$ cat config.mk
export PLATFORM = sky130hd
export DESIGN_NAME = imem_line_buffer_flat
export DESIGN_NICKNAME = d
export VERILOG_FILES = /design/src/rtl/imem_line_buffer_if.sv /design/src/rtl/imem_line_buffer.sv /design/src/flat_wrapper.sv
export SDC_FILE = /design/constraint.sdc
export NUM_CORES = 1
export LEC_CHECK = 0
export BUFFER_PORTS_ARGS = -buffer_cell sky130_fd_sc_hd__buf_4
export CAP_MARGIN = 30
export CORE_ASPECT_RATIO = 1.5
export CORE_UTILIZATION = 50
export CTS_BUF_LIST = sky130_fd_sc_hd__clkbuf_4 sky130_fd_sc_hd__clkbuf_8 sky130_fd_sc_hd__clkbuf_16
export DETAILED_ROUTE_END_ITERATION = 12
export HOLD_SLACK_MARGIN = 0.05
export PLACE_DENSITY_LB_ADDON = 0.15
export SETUP_SLACK_MARGIN = 0.2
export SKIP_LAST_GASP = 1
export SLEW_MARGIN = 30
export SYNTH_ARGS = -nofsm -noshare
export SYNTH_HDL_FRONTEND = slang
export SYNTH_SLANG_ARGS = --single-unit
$ cat constraint.sdc
create_clock -name clk -period 24.4 [get_ports clk]
set_clock_uncertainty 0.2 [all_clocks]
set_input_delay 2.44 -clock clk [delete_from_list [all_inputs] [get_ports clk]]
set_output_delay 2.44 -clock clk [all_outputs]
set_load 0.02 [all_outputs]
$ cat src/rtl/imem_line_buffer_if.sv
// Fetch-side and wide-memory-side signals of the instruction line buffer.
// cpu_valid/cpu_ready: one-cycle ready pulse per request; imem_valid is held until the one-cycle imem_ready pulse.
interface imem_line_buffer_if #(
   parameter int NUM_BLOCKS = 4
);
   logic                       cpu_valid;
   logic                       cpu_ready;
   logic [31:0]                cpu_addr;
   logic [31:0]                cpu_rdata;
   logic                       flush;
   logic                       imem_valid;
   logic                       imem_ready;
   logic [31:0]                imem_addr;
   logic [32*NUM_BLOCKS-1:0]   imem_rdata;

   modport slave (
      input  cpu_valid, cpu_addr, flush, imem_ready, imem_rdata,
      output cpu_ready, cpu_rdata, imem_valid, imem_addr
   );

   modport master (
      output cpu_valid, cpu_addr, flush, imem_ready, imem_rdata,
      input  cpu_ready, cpu_rdata, imem_valid, imem_addr
   );
endinterface

$ cat src/rtl/imem_line_buffer.sv
// Single-line instruction fetch buffer: serves hits from the held line in one cycle,
// refills the line from the wide memory on a miss, and counts hits and misses.
module imem_line_buffer #(
   parameter int NUM_BLOCKS = 4
) (
   input  logic                clk,
   input  logic                reset,
   imem_line_buffer_if.slave   bus,
   output logic [31:0]         hit_count,
   output logic [31:0]         miss_count,
   output logic                dbg_state
);
   localparam int OFS = $clog2(NUM_BLOCKS);
   localparam int IW  = (OFS > 0) ? OFS : 1;
   localparam int TW  = 30 - OFS;
   localparam int LW  = 32 * NUM_BLOCKS;

   typedef enum logic {IDLE, FILL} state_t;

   state_t           state, state_next;
   logic             line_valid;
   logic             fill_flushed;
   logic [TW-1:0]    line_tag;
   logic [LW-1:0]    line_data;
   logic [IW-1:0]    fill_idx;
   logic [TW-1:0]    req_tag;
   logic [IW-1:0]    req_idx;
   logic             accept, hit, miss, fill_done;
   logic             unused_addr_bits;

   assign req_tag          = bus.cpu_addr[31:2+OFS];
   assign unused_addr_bits = ^bus.cpu_addr[1:0];
   assign dbg_state        = (state == FILL);

   generate
      if (OFS > 0) begin : g_idx
         assign req_idx = bus.cpu_addr[2+IW-1:2];
      end else begin : g_no_idx
         assign req_idx = '0;
      end
   endgenerate

   function automatic logic [31:0] word_sel(input logic [LW-1:0] line, input logic [IW-1:0] idx);
      word_sel = line[31:0];
      for (int k = 0; k < NUM_BLOCKS; k++)
         if (idx == IW'(k)) word_sel = line[32*k +: 32];
   endfunction

   // flush is folded into the hit test so a flush arriving with a request forces a refill
   always_comb begin
      state_next = state;
      accept     = 1'b0;
      hit        = 1'b0;
      miss       = 1'b0;
      fill_done  = 1'b0;
      case (state)
         IDLE: begin
            accept = bus.cpu_valid && !bus.cpu_ready;
            hit    = accept && line_valid && !bus.flush && (line_tag == req_tag);
            miss   = accept && !hit;
            if (miss) state_next = FILL;
         end
         FILL: begin
            fill_done = bus.imem_ready;
            if (fill_done) state_next = IDLE;
         end
         default: state_next = IDLE;
      endcase
   end

   always_ff @(posedge clk) begin
      if (reset) begin
         state          <= IDLE;
         line_valid     <= 1'b0;
         fill_flushed   <= 1'b0;
         fill_idx       <= '0;
         bus.cpu_ready  <= 1'b0;
         bus.cpu_rdata  <= '0;
         bus.imem_valid <= 1'b0;
         bus.imem_addr  <= '0;
         hit_count      <= '0;
         miss_count     <= '0;
      end else begin
         state         <= state_next;
         bus.cpu_ready <= 1'b0;
         if (bus.flush) line_valid <= 1'b0;
         if (hit) begin
            bus.cpu_ready <= 1'b1;
            bus.cpu_rdata <= word_sel(line_data, req_idx);
            hit_count     <= hit_count + 32'd1;
         end
         if (miss) begin
            bus.imem_valid <= 1'b1;
            bus.imem_addr  <= {req_tag, {(2+OFS){1'b0}}};
            fill_idx       <= req_idx;
            fill_flushed   <= 1'b0;
            miss_count     <= miss_count + 32'd1;
         end
         if (state == FILL && bus.flush) fill_flushed <= 1'b1;
         // a flush seen at any point of the fill leaves the new line invalid
         if (fill_done) begin
            line_data      <= bus.imem_rdata;
            line_tag       <= bus.imem_addr[31:2+OFS];
            line_valid     <= !(bus.flush || fill_flushed);
            bus.cpu_rdata  <= word_sel(bus.imem_rdata, fill_idx);
            bus.cpu_ready  <= 1'b1;
            bus.imem_valid <= 1'b0;
         end
      end
   end
endmodule

$ cat src/flat_wrapper.sv
// flat-port wrapper written by rule: the top's interface ports become plain ports
module imem_line_buffer_flat 
#(
   parameter int NUM_BLOCKS = 4
)
  (clk, reset, hit_count, miss_count, dbg_state, bus_cpu_valid, bus_cpu_addr, bus_flush, bus_imem_ready, bus_imem_rdata, bus_cpu_ready, bus_cpu_rdata, bus_imem_valid, bus_imem_addr);
  imem_line_buffer_if #(.NUM_BLOCKS(NUM_BLOCKS)) bus_i ();
  input  logic clk;
  input  logic reset;
  output logic [31:0] hit_count;
  output logic [31:0] miss_count;
  output logic dbg_state;
  input wire logic [$bits(bus_i.cpu_valid)-1:0] bus_cpu_valid;
  input wire logic [$bits(bus_i.cpu_addr)-1:0] bus_cpu_addr;
  input wire logic [$bits(bus_i.flush)-1:0] bus_flush;
  input wire logic [$bits(bus_i.imem_ready)-1:0] bus_imem_ready;
  input wire logic [$bits(bus_i.imem_rdata)-1:0] bus_imem_rdata;
  output wire logic [$bits(bus_i.cpu_ready)-1:0] bus_cpu_ready;
  output wire logic [$bits(bus_i.cpu_rdata)-1:0] bus_cpu_rdata;
  output wire logic [$bits(bus_i.imem_valid)-1:0] bus_imem_valid;
  output wire logic [$bits(bus_i.imem_addr)-1:0] bus_imem_addr;
  assign bus_i.cpu_valid = bus_cpu_valid;
  assign bus_i.cpu_addr = bus_cpu_addr;
  assign bus_i.flush = bus_flush;
  assign bus_i.imem_ready = bus_imem_ready;
  assign bus_i.imem_rdata = bus_imem_rdata;
  assign bus_cpu_ready = bus_i.cpu_ready;
  assign bus_cpu_rdata = bus_i.cpu_rdata;
  assign bus_imem_valid = bus_i.imem_valid;
  assign bus_imem_addr = bus_i.imem_addr;
  imem_line_buffer #(.NUM_BLOCKS(NUM_BLOCKS)) u_core (.clk(clk), .reset(reset), .bus(bus_i), .hit_count(hit_count), .miss_count(miss_count), .dbg_state(dbg_state));
endmodule
==> run metrics <==
Synth area leader edfxtp_1; Clock Tree Buf Depth 3; Reg clk slew, reported paths 0.07 ns; # port buffers 289; syn_area_per_cell 12.1 um^2; largest vdd supply drop 0.0000673 V; CORE AREA 0.0245 mm^2; CP max stage cell or4_4; most frequent cells after synthesis edfxtp_1 (156), dfxtp_1 (131), a21oi_1 (96), clkbuf_1 (73), mux4_2 (64); DRT iter0 DRCs 446; wire per inst 19.8 um; Detailed Route WL 32300 um; Ports 296; Critical Path, Cell by Cell buf_4, xor2_1, a2111o_1, or4_4, or4_4, or4_1, a21oi_1; Clock Power Share 44.5%; root buffer cell clkbuf_16; largest net degree at the start of global routing 94; most frequent CP cell or4_4; final setup margin 19.35 ns; crit share post-route 20.7%; async set-or-reset flop fraction in the synthesized netlist 0%; Synth area leaders edfxtp_1 (37%), dfxtp_1 (21%), mux4_2 (11%), a21oi_1 (3.8%), nand3_1 (2.5%); hold_sp u_core.bus.imem_addr[8]; status finished clean; hpwl dp 20500 um; die outline width 131 um; CTS tree done; # DRC 0; Placement Setup Slack 18.78 ns; remaining antenna violation count after routing 0; Worst slew margin 36.2%; clock sinks 287; Pre-antenna DRT Iters 5; area delta synth->final 27.4%; RSZ-0062 raised after global routing no; ys flop type edfxtp_1; mapped cell area 0.0126 mm^2; cell count after synthesis 1042; most common cell in the netlist edfxtp_1; Power Density 71.0 mW/mm^2; Worst Max-Slew Pin Slew 0.957 ns; NetSw 0.247 mW; Fin. Hold Viols 0; count of cell types in the netlist 45; GRT Util Overall 24.4%; Flop pwr share 46.7%; max incr delay on CP 0.92 ns; crit-path leading delay family simple AND/OR/NAND/NOR gates; Resized Gates After CTS 0; Worst Path Buf+Inv 1; register area share after synthesis 58.2%; Die Y 196 um; crit end category flip-flop; share of the synthesized area in the top cell type 37.3%; Final Critical Period 5.05 ns; worst reg2reg startpoint u_core.line_tag[18]; R2R depth 6; Hold Worst Slack 0.252 ns; Gate power share 8.8%; Inserted Clock Buffers 28; Via Count 9718; Filler cells 1960; Max H-tree Level 1; Yosys warning total 0; Synth Register Bits 287; Critical Path RT 24.67 ns; Hold-fix buffers, CTS 0; Pwr Total 1.14 mW; RR Endpoint u_core.hit_count[18]; WHS Endpoint u_core.line_tag[4]; EDFF count, synth 156; Nets 1448; Leakage Power 5.64 nW; r2r setup slk 20.93 ns; global-route wire length before repair 50000 um; startpoint types input pin; via/cell ratio 5.97; setup_tns 0 ns; initial antenna violation count 1; Final Core Density 65.2%; hold path cells 0; vias in the first global route 9426; Post-CTS Setup Bufs 0; Worst-Skew Late Latency 0.54 ns; Starting Density 51.2%; share of cells above drive strength 1 32.9%; Final setup viols 0; critical path arrival 5.32 ns; Peak Freq 0.198 GHz; fin. max-slew vios 0; RePlAce Congestion 0.818; max cap viols 0; Core Rows 70; hold crit path type reg -> reg; total gr overflow 0; Cell Int Power 0.889 mW; Switching Share 21.7%; WS Path Type in -> reg; Max FO, Critical Path 88; area of the die 0.0258 mm^2
[placed cells by master, fill, tap and decap left out, types with 6 or more instances in the layout]
master and n:
a21oi_1 96, inv_1 11, o21ai_0 54, a211oi_1 32, nor4_1 6, nand3_1 63, clkbuf_16 29, o31ai_1 32
edfxtp_1 156, mux4_2 64, and3_1 7, and2_1 9, nor2_1 46, bufinv_16 9, dfxtp_1 129, or4_1 34
a31oi_1 32, nor2b_1 10, xor2_1 16, or3_1 24, nand4_1 23, nand2_1 57, and4_1 6, buf_4 300
[through the flow]
stage,area (um^2),instances
floorplan,12600,1045
global placement,14900,1574
detailed placement,14900,1575
CTS,16000,1627
global route,16000,1628
finish,16000,1628
[power by group through the flow]
| stage | sequential [mW] | clock (mW) | combinational [mW] |
|---|---|---|---|
| final | 0.530 | 0.506 | 0.0996 |
| after global routing | 0.531 | 0.532 | 0.107 |
| after CTS | 0.530 | 0.515 | 0.100 |
| after detailed placement | 0.541 | 0 | 0.100 |
| after global placement | 0.540 | 0 | 0.0983 |
| after floorplan | 0.548 | 0 | 0.0469 |
[cell type report]
type | instances | area, um^2 | area share [%]
Inverter | 11 | 41.3 | 0.258
Sequential cell | 287 | 7310 | 45.7
Multi-Input combinational cell | 651 | 4840 | 30.3
Clock inverter | 21 | 345 | 2.16
Tap cell | 324 | 405 | 2.53
Antenna cell | 1 | 2.50 | 0.0156
Timing Repair Buffer | 302 | 2290 | 14.3
Clock buffer | 31 | 753 | 4.71
[flip-flops by register name, indices dropped and copies added, names as in the netlist, 2 cells and up]
| signal | cells |
|---|---|
| u_core.line_data | 128 |
| u_core.bus.cpu_rdata | 32 |
| u_core.hit_count | 32 |
| u_core.miss_count | 32 |
| u_core.bus.imem_addr | 28 |
| u_core.line_tag | 28 |
| u_core.fill_idx | 2 |
[cells by family (layout without fill, tap and decap cells)]
family | count (synthesis) | after routing | synth area share (%)
simple gates | 299 | 299 | 12.7
flops | 287 | 287 | 58.2
compound gates | 260 | 260 | 12.4
buf+inv | 107 | 365 | 3.47
mux | 65 | 65 | 11.6
xor+xnor | 21 | 21 | 1.46
fa+ha+maj | 2 | 2 | 0.199
other cells | 1 | 5 | 0.0299
[layer usage]
layer,wire (um),GRT usage (%),vias to the layer above
met4,1110,10.0,0
met5,0,0,-
met1,12100,28.9,4755
li1,-,-,4538
met2,16700,43.1,364
met3,2310,5.14,61
[worst max-delay path by stage]
stage / start / end / slack [ns] / cells past startpoint
4_1_cts: bus_cpu_addr[15] / u_core.hit_count[18] / 19.35 / 7
3_5_place_dp: bus_cpu_addr[17] / u_core.hit_count[29] / 18.78 / 7
6_report: bus_cpu_addr[17] / u_core.hit_count[18] / 19.35 / 7
2_1_floorplan: reset / u_core.line_data[0] / 14.01 / 4
5_1_grt: bus_cpu_addr[15] / u_core.hit_count[29] / 19.23 / 7
3_3_place_gp: bus_cpu_addr[15] / u_core.hit_count[18] / 18.81 / 7
No activity file was read; power rests on OpenSTA's default activity.
